[src/rtl/rv32_redirect_ctrl.sv]
// rv32_redirect_ctrl
// ------------------------------------------------------------------
// Control-flow redirect controller sitting between EX and fetch.
// It compares the resolved branch decision against the fetch-time
// prediction. On a mispredict it raises a registered redirect request
// toward fetch over a valid/ready handshake. It then holds a pipeline
// flush until fetch has accepted the new PC and DRAIN_CYCLES further
// cycles have passed. Misaligned taken targets raise a one-cycle
// exception pulse instead of a redirect.
//
// Parameters:
//   DRAIN_CYCLES      cycles flush stays high after redirect acceptance (0..7)
//
// Ports:
//   clk               clock, rising edge
//   resetn            asynchronous active-low reset
//   ex_valid          valid instruction in EX
//   ex_branch_op      branch operation of the EX instruction
//   ex_do_branch      branch unit decision
//   ex_pc             PC of the EX instruction
//   ex_target         computed taken target
//   ex_pred_taken     fetch predicted taken
//   ex_pred_target    fetch predicted target
//   redirect_valid    redirect request to fetch
//   redirect_pc       new fetch PC, stable while redirect_valid is high
//   redirect_ready    fetch accepts the redirect
//   flush             kill IF/ID/EX instructions
//   target_misaligned one-cycle misaligned-target exception pulse
//   stat_branches     (RV_REDIRECT_STATS_EN) evaluated control-flow count
//   stat_mispredicts  (RV_REDIRECT_STATS_EN) redirects issued count
//
// Optional feature macro: RV_REDIRECT_STATS_EN adds the two stats counters.
// ------------------------------------------------------------------

package rv32_redirect_pkg;

    typedef logic [31:0] rv32_word;

    typedef enum logic [3:0] {
        OP_NONE  = 4'd0,
        OP_BEQ   = 4'd1,
        OP_BNE   = 4'd2,
        OP_BLT   = 4'd3,
        OP_BGE   = 4'd4,
        OP_BLTU  = 4'd5,
        OP_BGEU  = 4'd6,
        OP_J     = 4'd7,
        OP_ALU   = 4'd8,
        OP_LOAD  = 4'd9,
        OP_STORE = 4'd10
    } branch_op_t;

endpackage

module rv32_redirect_ctrl
    import rv32_redirect_pkg::*;
#(
    parameter int unsigned DRAIN_CYCLES = 1
) (
    input  logic       clk,
    input  logic       resetn,
    input  logic       ex_valid,
    input  branch_op_t ex_branch_op,
    input  logic       ex_do_branch,
    input  rv32_word   ex_pc,
    input  rv32_word   ex_target,
    input  logic       ex_pred_taken,
    input  rv32_word   ex_pred_target,
    output logic       redirect_valid,
    output rv32_word   redirect_pc,
    input  logic       redirect_ready,
    output logic       flush,
    output logic       target_misaligned
`ifdef RV_REDIRECT_STATS_EN
    ,
    output rv32_word   stat_branches,
    output rv32_word   stat_mispredicts
`endif
);

    typedef enum logic [1:0] {
        S_IDLE     = 2'd0,
        S_REDIRECT = 2'd1,
        S_DRAIN    = 2'd2
    } state_t;

    // The drain counter counts down to zero, so it starts one below the
    // number of flush cycles wanted after acceptance.
    localparam logic [2:0] DRAIN_LOAD =
        (DRAIN_CYCLES == 0) ? 3'd0 : 3'(DRAIN_CYCLES - 1);

    state_t     state;
    state_t     state_next;
    logic [2:0] drain_cnt;
    logic       load_redirect;
    logic       load_drain;

    logic       in_idle;
    logic       is_cf;
    logic       taken;
    logic       misalign_evt;
    logic       mispredict;
    rv32_word   new_target;

    assign in_idle = (state == S_IDLE);

    always_comb begin
        is_cf = 1'b0;
        case (ex_branch_op)
            OP_BEQ, OP_BNE, OP_BLT, OP_BGE, OP_BLTU, OP_BGEU, OP_J: is_cf = 1'b1;
            default: is_cf = 1'b0;
        endcase
    end

    assign taken        = ex_do_branch & is_cf;
    assign new_target   = taken ? ex_target : (ex_pc + 32'd4);

    // EX inputs only matter in IDLE; anything seen while busy is wrong-path.
    // A misaligned taken target suppresses the redirect entirely.
    assign misalign_evt = in_idle & ex_valid & taken & (ex_target[1:0] != 2'b00);
    assign mispredict   = in_idle & ex_valid & ~misalign_evt &
                          ((taken != ex_pred_taken) |
                           (taken & ex_pred_taken & (ex_target != ex_pred_target)));

    always_ff @(posedge clk or negedge resetn) begin
        if (!resetn) begin
            state             <= S_IDLE;
            drain_cnt         <= 3'd0;
            redirect_pc       <= '0;
            target_misaligned <= 1'b0;
        end else begin
            state             <= state_next;
            target_misaligned <= misalign_evt;
            if (load_redirect) begin
                redirect_pc <= new_target;
            end
            if (load_drain) begin
                drain_cnt <= DRAIN_LOAD;
            end else if ((state == S_DRAIN) && (drain_cnt != 3'd0)) begin
                drain_cnt <= drain_cnt - 3'd1;
            end
        end
    end

    always_comb begin
        state_next     = state;
        load_redirect  = 1'b0;
        load_drain     = 1'b0;
        redirect_valid = 1'b0;
        flush          = 1'b0;
        unique case (state)
            S_IDLE: begin
                if (mispredict) begin
                    state_next    = S_REDIRECT;
                    load_redirect = 1'b1;
                end
            end
            S_REDIRECT: begin
                redirect_valid = 1'b1;
                flush          = 1'b1;
                if (redirect_ready) begin
                    load_drain = 1'b1;
                    state_next = (DRAIN_CYCLES == 0) ? S_IDLE : S_DRAIN;
                end
            end
            S_DRAIN: begin
                flush = 1'b1;
                if (drain_cnt == 3'd0) begin
                    state_next = S_IDLE;
                end
            end
            default: begin
                state_next = S_IDLE;
            end
        endcase
    end

`ifdef RV_REDIRECT_STATS_EN
    // Branch count covers every evaluated control-flow instruction,
    // including misaligned ones; mispredicts count only real redirects.
    always_ff @(posedge clk or negedge resetn) begin
        if (!resetn) begin
            stat_branches    <= '0;
            stat_mispredicts <= '0;
        end else begin
            if (in_idle & ex_valid & is_cf) begin
                stat_branches <= stat_branches + 32'd1;
            end
            if (mispredict) begin
                stat_mispredicts <= stat_mispredicts + 32'd1;
            end
        end
    end
`endif

endmodule

[config.mk]
export PLATFORM = sky130hd
export DESIGN_NAME = rv32_redirect_ctrl
export DESIGN_NICKNAME = d
export VERILOG_FILES = /design/src/rtl/rv32_redirect_ctrl.sv
export SDC_FILE = /design/constraint.sdc
export NUM_CORES = 1
export LEC_CHECK = 0
export CAP_MARGIN = 20
export CORE_AREA = 2 2 84 86
export CTS_CLUSTER_SIZE = 30
export DETAILED_ROUTE_END_ITERATION = 10
export DIE_AREA = 0 0 86 88
export PLACE_DENSITY_LB_ADDON = 0.3
export SKIP_CTS_REPAIR_TIMING = 1
export SYNTH_ARGS = -nofsm -noshare
export SYNTH_HDL_FRONTEND = slang
export SYNTH_SLANG_ARGS = --single-unit
export TNS_END_PERCENT = 1
[constraint.sdc]
create_clock -name clk -period 2.8 [get_ports clk]
set_input_delay 0.42 -clock clk [delete_from_list [all_inputs] [get_ports clk]]
set_output_delay 0.42 -clock clk [all_outputs]
set_load 0.1 [all_outputs]
# Word-level counts from Yosys, hierarchy flattened
# Cells that the tools add are included.
totals:
  reg_bits: 38
  input_bits: 106
  elab_cells: 53
classes:
  reduce_logical: 9
  mux: 14
  add_sub_neg: 2
  eq_ne: 14
  n_bitwise: 10
ops:
  columns: ["op", "n"]
  rows:
  - ["adder 32 x 3 -> 32 bit, second input constant", 1]
  - ["2-to-1 mux 32 bit", 1]
  - ["!= test 32 bit", 1]
  - ["equality test 4 x 3 -> 1 bit, second input constant", 4]
  - ["AND 1 bit", 8]
  - ["equality test 4 x 2 -> 1 bit, second input constant", 2]
  - ["2-to-1 mux 1 bit", 7]
  - ["OR reduction 7 bit", 1]
  - ["2-to-1 mux 2 bit", 3]
  - ["2-to-1 mux 3 bit", 2]
  - ["one-hot mux 2 bit (3 select lines)", 1]
  - ["equality test 4 x 1 -> 1 bit, second input constant", 1]
  - ["!= test 2 x 1 -> 1 bit, second input constant", 2]
  - ["nonzero test 2 bit", 2]
  - ["logical NOT 3 bit", 1]
  - ["AND reduction 3 bit", 1]
  - ["nonzero test 3 bit", 1]
  - ["subtractor 3 x 1 -> 3 bit, second input constant", 1]
  - ["equality test 2 x 1 -> 1 bit, second input constant", 1]
  - ["equality test 2 bit, second input constant", 1]
  - ["logical NOT 2 bit", 1]
  - ["!= test 2 bit, second input constant", 1]
  - ["OR reduction 2 bit", 1]
  - ["logical AND 1 bit", 1]
  - ["other kinds (3)", 3]

# Logic depth before layout (Yosys ltp)
# Gate-level depths: netlist of run 1.
depth:
  word_depth: 11
  depth_mapped: 12
  mapped_depth_nobuf: 8

# Worst setup path before layout of run 1
# No wires, ideal clock.
synth_timing:
  path_type: "in2reg"
  start: "in ex_branch_op[0]"
  end: "reg redirect_pc[0]"
  arrival_time_ns: 2.349
  setup_time_ns: 0.126
  t_required_ns: 2.674
  n_path_buf: 4
  slack_ns: 0.325
  stages: 10
  cell_sequence: "o311ai_2 -> inv_2 -> clkbuf_1 -> buf_6 -> ha_1 -> o2111ai_1 -> nand2b_1 -> buf_4 -> buf_6 -> mux2_4"
synth_between:
  elab_chain_len: 11
  word_cells_on_any_way: 22
  classes_between: "8 x eq/ne; 4 x mux; 9 x bitwise; 1 x reduce/logical"
synth_rtl:
  columns: ["element", "line", "rtl"]
  rows:
  - ["from (decl)", "63", "input branch_op_t ex_branch_op,"]
  - ["equality test 4 x 1 -> 1 bit, or another cell as far along", "109", "case (ex_branch_op)"]
  - ["OR reduction 7 bit (*)", "109", null]
  - ["2-to-1 mux 1 bit (*)", "109", null]
  - ["AND 1 bit (*)", "115", "assign taken = ex_do_branch & is_cf;"]
  - ["AND 1 bit (2 in series)", "120", "assign misalign_evt = in_idle & ex_valid & taken & (ex_target[1:0] != 2'b00);"]
  - ["inverter 1 bit", "121", "assign mispredict = in_idle & ex_valid & ~misalign_evt &"]
  - ["AND 1 bit (2 in series)", "121", null]
  - ["2-to-1 mux 1 bit", "153", "if (mispredict) begin"]
  - ["2-to-1 mux 1 bit", "151", "unique case (state)"]
  - ["to (signal assigned)", "135", "redirect_pc <= new_target;"]
  - ["to (decl)", "70", "output rv32_word redirect_pc,"]
# Mark *: on every way between the ends. The rest lies on a longest branch, timed or not.
# A chain may end at the register's enable or synchronous reset.

# Worst setup path after layout of run 1
layout_timing:
  start: "in ex_target[15]"
  end: "reg redirect_pc[22]"
layout_between:
  elab_chain_len: 6
layout_rtl:
  columns: ["element", "line", "rtl"]
  rows:
  - ["from (decl)", "66", "input rv32_word ex_target,"]
  - ["!= test 32 bit", "123", "(taken & ex_pred_taken & (ex_target != ex_pred_target)));"]
  - ["AND 1 bit", "123", null]
  - ["OR 1 bit", "122", "((taken != ex_pred_taken) |"]
  - ["AND 1 bit", "121", null]
  - ["2-to-1 mux 1 bit", "153", null]
  - ["2-to-1 mux 1 bit", "151", null]
# No other way between the ends.

==> results by group, run 1 <==
Route
  – Avg WL per Cell: 16.09 µm
  – Routed Antenna Nets: 0
  – DRT Pass-1 Iters: 4
  – Vias per cell: 5.106
  – Initial drt markers: 81
  – DR vias: 2,660
  – Routed WL: 8382 µm
  – DRC errors left: 0

Final layout
  – Area growth syn-to-layout: 50.72%
  – Layout cells sized above 1: 22.22%
  – Seq. cell area: 950.9 µm²
  – Multi-input combinational cell area: 0.001879 mm²
  – Antenna diode count: 0
  – Filler instances: 564
  – Final nets: 554
  – Layout Cells excl Fill: 521

Clock tree
  – Root buffer cell: clkbuf_8
  – Max Buffers Root-to-Sink: 2
  – Worst-path clk slew: 0.08 ns
  – CTS tree: done
  – Clk_lat worst skew: 0.29 ns
  – # clock sinks: 38
  – CTS buffer count: 5
  – H-tree depth: 2

Timing
  – Setup_tns: 0 ns
  – Final number of hold-violating endpoints: 0
  – Worst slew pin tran: 0.8348 ns
  – Setup Skew: 0.003466 ns
  – Final setup viols: 0
  – Fmax: 407.4 MHz
  – Crit share post-route: 87.66%
  – Max_slew headroom: 44.35%
  – Fin Hold WS: 0.2237 ns
  – Max-slew violations: 0
  – Setup repair after global routing missed its margin: false
  – Crit path time final: 2.455 ns

Synth
  – Yosys top cell by area: dfrtp_1
  – Warnings, synthesis: 0
  – Post-synthesis cell type count: 33
  – Multiplexer share of the synthesized area: 17.96%
  – Top-area cell type share of the netlist area: 32.34%
  – Syn Inst Count: 296
  – Async S/R FF share, synth: 100.0%
  – Post-Synth Simple-Gate Area: 16.77%
  – Syn Nets: 410
  – Predominant post-synthesis flop cell: dfrtp_1
  – Synthesized cell area: 0.002940 mm²
  – Post-synthesis xor/xnor area fraction: 18.17%
  – Area contributors post-synth: dfrtp_1 32%, mux2_4 15%, xnor2_1 12%
  – Post-Synth Adder-Cell Area: 3.404%
  – Largest family of logic cells by synthesized area: XOR/XNOR gates
  – Mean post-synth cell area: 9.934 µm²
  – Register bit total from synthesis: 38
  – Synth cell count leaders: 39 x nand2_1, 39 x xnor2_1, 38 x dfrtp_1
  – Sequential share of the synthesized area: 32.34%
  – EDFF count, synth: 0
  – Synth Area in Compound Gates: 7.532%

Die
  – Die width: 86 µm
  – Die area: 0.007568 mm²
  – Placement row count: 30
  – Starting Density: 44.26%
  – Core area: 0.006644 mm²
  – Die Ht: 88 µm
  – I/O pin count: 141

Placement
  – PortBufs: 140
  – Placed cells: 513
  – GP Congestion: 0.8889
  – DP HPWL: 6918 µm

Global route
  – Initial antenna violation count: 0
  – First-pass GRT wire length: 12,710 µm
  – Largest net degree at the start of global routing: 62
  – Number of global-route vias before repair: 2,639
  – Total track usage: 21.79%
  – Grt total ovfl: 0

Setup path
  – Worst Path Max Fanout: 19
  – Endpoint class of the critical path: flip-flop
  – Worst path required time: 2.98 ns
  – WS Path Type: in2reg
  – Crit-path slowest cell: clkdlybuf4s50_1
  – CP Launch Type: primary input
  – CP peak stage delay: 0.44 ns
  – Crit path DAT: 2.63 ns
  – Crit path cell chain: clkdlybuf4s50_1 > xnor2_1 > nand4_1 > nor4_1 > a21oi_1 > nand2b_2 > buf_4 > mux2_4

Power and ir drop
  – P_leak: 1.799 nW
  – Power Dens Cells: 1037 mW/mm²
  – Maximum VDD drop: 751.3 µV

Job
  – Max Cap Violations: 0

Run status
  – Status: finished clean

Worst hold path
  – Worst min path class: in2async
==> state kept, by name, summed over array words and instances, names as in the netlist <==
signal             cells
drain_cnt              3
redirect_pc           32
state                  2
target_misaligned      1
==> final timing paths <==
check	startpoint	endpoint	slack, ns	cells after the start
setup / recovery	ex_target[15]	redirect_pc[22]	0.35	8
hold / removal	resetn	redirect_pc[30]	0.22	1
setup reg to reg	state[1]	redirect_pc[6]	0.80	7
hold reg to reg	redirect_pc[7]	redirect_pc[7]	0.52	1
max in group asynchronous	resetn	redirect_pc[27]	2.05	1
min in group clk	redirect_pc[7]	redirect_pc[7]	0.52	1
==> metal layers <==
layer	wire length, µm	track usage, %	share of wire, %
met5	0	0	0
met4	97	5.051	1.2
met3	546	4.618	6.5
met2	4276	39.25	51
met1	3461	26.69	41
==> layout make-up <==
| class | instances | share of cell area, % |
|---|---|---|
| Sequential cell | 38 | 21.46 |
| Inverter | 10 | 0.8470 |
| Timing Repair Buffer | 148 | 30.89 |
| Clock buffer | 6 | 1.863 |
| Multi-Input combinational cell | 237 | 42.41 |
| Clock inverter | 2 | 0.2823 |
| Tap cell | 80 | 2.259 |
==> critical path, delay by kind of cell <==
kind / cells / cell delay [ns]
simple gates: 3 / 0.70
buf+inv: 2 / 0.68
mux: 1 / 0.33
compound gates: 1 / 0.15
xor+xnor: 1 / 0.35
==> metrics by stage <==
step / total power, mW / cell area, µm² / utilization, % / worst slack, ns
4_1_cts: 4.614 / 4432 / 66.70 / 0.3692
3_3_place_gp: 4.180 / 4337 / 65.27 / 0.07320
2_1_floorplan: 3.462 / 2940 / - / 0.3251
5_1_grt: 4.751 / 4432 / 66.70 / 0.2889
3_5_place_dp: 4.216 / 4337 / 65.27 / 0.08321
6_report: 4.595 / 4432 / 66.70 / 0.3454
==> logic make-up (layout without fill, tap and decap cells) <==
logic type | after synthesis | in the layout
AO/OA/AOI/OAI | 39 | 39
adder cells (fa/ha/maj) | 8 | 8
multiplexers | 37 | 37
flip-flops | 38 | 38
AND/OR/NAND/NOR | 92 | 92
buffers and inverters | 21 | 166
XOR/XNOR | 61 | 61
==> report_power, final <==
part	total, mW	internal, mW	leakage [nW]	switching, mW
Combinational	3.23	0.909	1.29	2.32
Clock	0.398	0.198	0.0472	0.200
Sequential	0.966	0.798	0.466	0.168
Total	4.60	1.90	1.80	2.69
==> layout by cell type (no fill, tap or decap) <==
cell and instances:
nor3_1 1, and2_1 2, buf_4 43, o2111ai_1 2
clkbuf_8 6, nand2b_1 1, inv_2 1, inv_1 9
a21oi_1 6, nor4_1 3, o221ai_1 1, nand2b_2 1
nand2_1 39, o21ai_1 18, nand4_1 18, nand4_4 1
xnor2_1 39, and3_1 3, mux2i_1 1, mux2_2 6
ha_1 8, dfrtp_1 38, clkdlybuf4s50_1 104, nor3_2 1
o311ai_2 1, nand3_1 10, mux2_4 30, o21ai_0 10
nor4_4 2, buf_2 1, or2_2 2, nor2_1 8
xor2_1 22, clkinvlp_4 1, o21ai_2 1, clkinv_2 1
No activity file was read; power rests on OpenSTA's default activity.
==> run 2: changes to the inputs <==
--- a/config.mk
+++ b/config.mk
@@ -6,10 +6,11 @@
 export NUM_CORES = 1
 export LEC_CHECK = 0
 export CAP_MARGIN = 20
-export CORE_AREA = 2 2 84 86
+export CORE_AREA = 2 2 91 93
+export CTS_CLUSTER_DIAMETER = 120
 export CTS_CLUSTER_SIZE = 30
 export DETAILED_ROUTE_END_ITERATION = 10
-export DIE_AREA = 0 0 86 88
+export DIE_AREA = 0 0 93 95
 export PLACE_DENSITY_LB_ADDON = 0.3
 export SKIP_CTS_REPAIR_TIMING = 1
 export SYNTH_ARGS = -nofsm -noshare
==> constraint.sdc (replaced) <==
create_clock -name clk -period 2 [get_ports clk]
set_input_delay 0.3 -clock clk [delete_from_list [all_inputs] [get_ports clk]]
set_output_delay 0.3 -clock clk [all_outputs]
set_load 0.1 [all_outputs]
==> run 2 against run 1 <==
- critical path depth did not move
- clock power rose by 66%
- register-to-register slack got worse by 0.68 ns
- global-route usage fell by 1.0 points
- via count rose by 12%
- routed wire length rose by 18%
- power rose by 51%
==> results by group, run 2 (synthesis results as in run 1) <==
Setup path
  – R2r setup slk: 0.12 ns
  – CP Launch Type: primary input
  – Worst Path Max Fanout: 6
  – Crit path from: ex_target[18]
  – Worst path required time: 2.19 ns
  – Crit path DAT: 2.17 ns
  – Worst setup path endpoint: redirect_pc[26]
  – Endpoint class of the critical path: flip-flop
  – WS Path Type: in2reg
  – R2r startpoint: state[0]
  – R2R Path End: redirect_pc[26]
  – Reg2reg path depth: 7

Clock tree
  – CTS tree: done
  – Clk_lat worst skew: 0.30 ns
  – Max Buffers Root-to-Sink: 2
  – # clock sinks: 38
  – Root buffer cell: clkbuf_8
  – Worst-path clk slew: 0.08 ns
  – CTS buffer count: 5
  – H-tree depth: 2

Power and ir drop
  – Maximum VDD drop: 693.4 µV
  – P_leak: 2.811 nW
  – Power Dens Cells: 1282 mW/mm²
  – Power Total: 6.918 mW

Die
  – I/O pin count: 141
  – Die width: 93 µm
  – Core area: 0.007928 mm²
  – Placement row count: 33
  – Die area: 0.008835 mm²
  – Die Ht: 95 µm
  – Starting Density: 37.09%

Route
  – Initial drt markers: 165
  – DRT Pass-1 Iters: 4
  – Vias per cell: 4.940
  – DRC errors left: 0
  – Routed Antenna Nets: 0
  – Avg WL per Cell: 16.45 µm
  – DR vias: 2,979
  – Routed WL: 9920 µm

Final layout
  – Biggest regs: redirect_pc (32), drain_cnt (3), state (2)
  – Final nets: 610
  – Leading cell type in the layout, fill and taps excluded: buf_4
  – Reg with most FFs: redirect_pc
  – Final Instance Area: 0.005394 mm²
  – Layout cells sized above 1: 36.02%
  – Filler instances: 589
  – Most frequent cells in the layout: 89 x buf_4, 67 x dlymetal6s2s_1, 38 x nand2_1, 38 x dfrtp_1, 37 x clkdlybuf4s50_1
  – Largest register FFs: 32
  – Area growth syn-to-layout: 83.45%
  – Layout Cells excl Fill: 603

Worst hold path
  – Worst min path class: in2async

Placement
  – Placed cells: 586
  – GP Congestion: 0.8390
  – Placed inst area: 0.004797 mm²
  – DP HPWL: 7404 µm
  – PortBufs: 140

Global route
  – Total track usage: 20.76%
  – Initial antenna violation count: 1
  – First-pass GRT wire length: 14,150 µm
  – Number of global-route vias before repair: 2,920
  – Largest net degree at the start of global routing: 62
  – Grt total ovfl: 0

Timing
  – Fmax: 505.0 MHz
  – Setup_tns: 0 ns
  – Final number of hold-violating endpoints: 0
  – Max-slew violations: 0
  – Fin Hold WS: 0.04209 ns
  – Crit path time final: 1.980 ns
  – Max_slew headroom: 66.44%
  – Setup Skew: 0.009945 ns
  – Worst slew pin tran: 0.5034 ns
  – Final setup viols: 0
  – Crit share post-route: 99.01%

Run status
  – Status: finished clean

Job
  – Max Cap Violations: 0
run 2: cell count changes in the layout (fill, tap and decap cells not counted), sizes merged:
| cell | change |
|---|---|
| buf | +53 |
| clkdlybuf4s50 | -67 |
| bufinv | +1 |
| clkinv | -1 |
| dlymetal6s2s | +67 |
| clkinvlp | -1 |
| diode | +1 |
| clkbuf | +4 |
run 2: where the power goes:
part | internal, mW | switching (mW) | total (mW)
clock | 0.373 | 0.286 | 0.660
sequential | 1.12 | 0.252 | 1.37
combinational | 1.53 | 3.36 | 4.89
total | 3.02 | 3.90 | 6.92
run 2: routing by layer:
layer | share of wire, % | GRT usage, %
met1 | 41 | 26.13
met5 | 0 | 0
met2 | 50 | 35.63
met4 | 2.5 | 6.618
met3 | 6.2 | 4.469
run 2: layout make-up:
cell class              count  area [µm²]  share of cell area (%)
repair buffers            204        2071                   38.39
flip-flops and latches     38       950.9                   17.63
inverters                  10       37.54                  0.6959
clock buffers               7       76.32                   1.415
multi-input cells         237        2095                   38.83
diodes                      1       2.502                 0.04639
clock inverters             1       30.03                  0.5567
well taps                 105       131.4                   2.436
run 2: worst min path at each step:
stage | from | end | slack [ns] | depth (start not counted)
finish | resetn | redirect_pc[29] | 0.04 | 2
CTS | resetn | redirect_pc[27] | 0.07 | 2
global placement | resetn | redirect_pc[29] | 0.38 | 2
global route | resetn | redirect_pc[26] | 0.09 | 2
floorplan | resetn | drain_cnt[0] | 0.004 | 0
detailed placement | resetn | redirect_pc[29] | 0.39 | 2
run 2: critical path: stages:
cell and delay (ns):
clkdlybuf4s50_1 0.51, xnor2_1 0.13, nand4_1 0.19, nor4_4 0.21, a21oi_2 0.09, nand2b_4 0.23, clkbuf_16 0.21, mux2_4 0.30
run 2: metrics by stage:
| stage | setup slack (ns) | util [%] |
|---|---|---|
| 6_report | 0.01987 | 68.04 |
| 4_1_cts | -0.2984 | 61.85 |
| 3_5_place_dp | -0.6120 | 60.51 |
| 2_1_floorplan | -0.1997 | - |
| 3_3_place_gp | -0.6448 | 60.51 |
| 5_1_grt | -0.03735 | 68.04 |
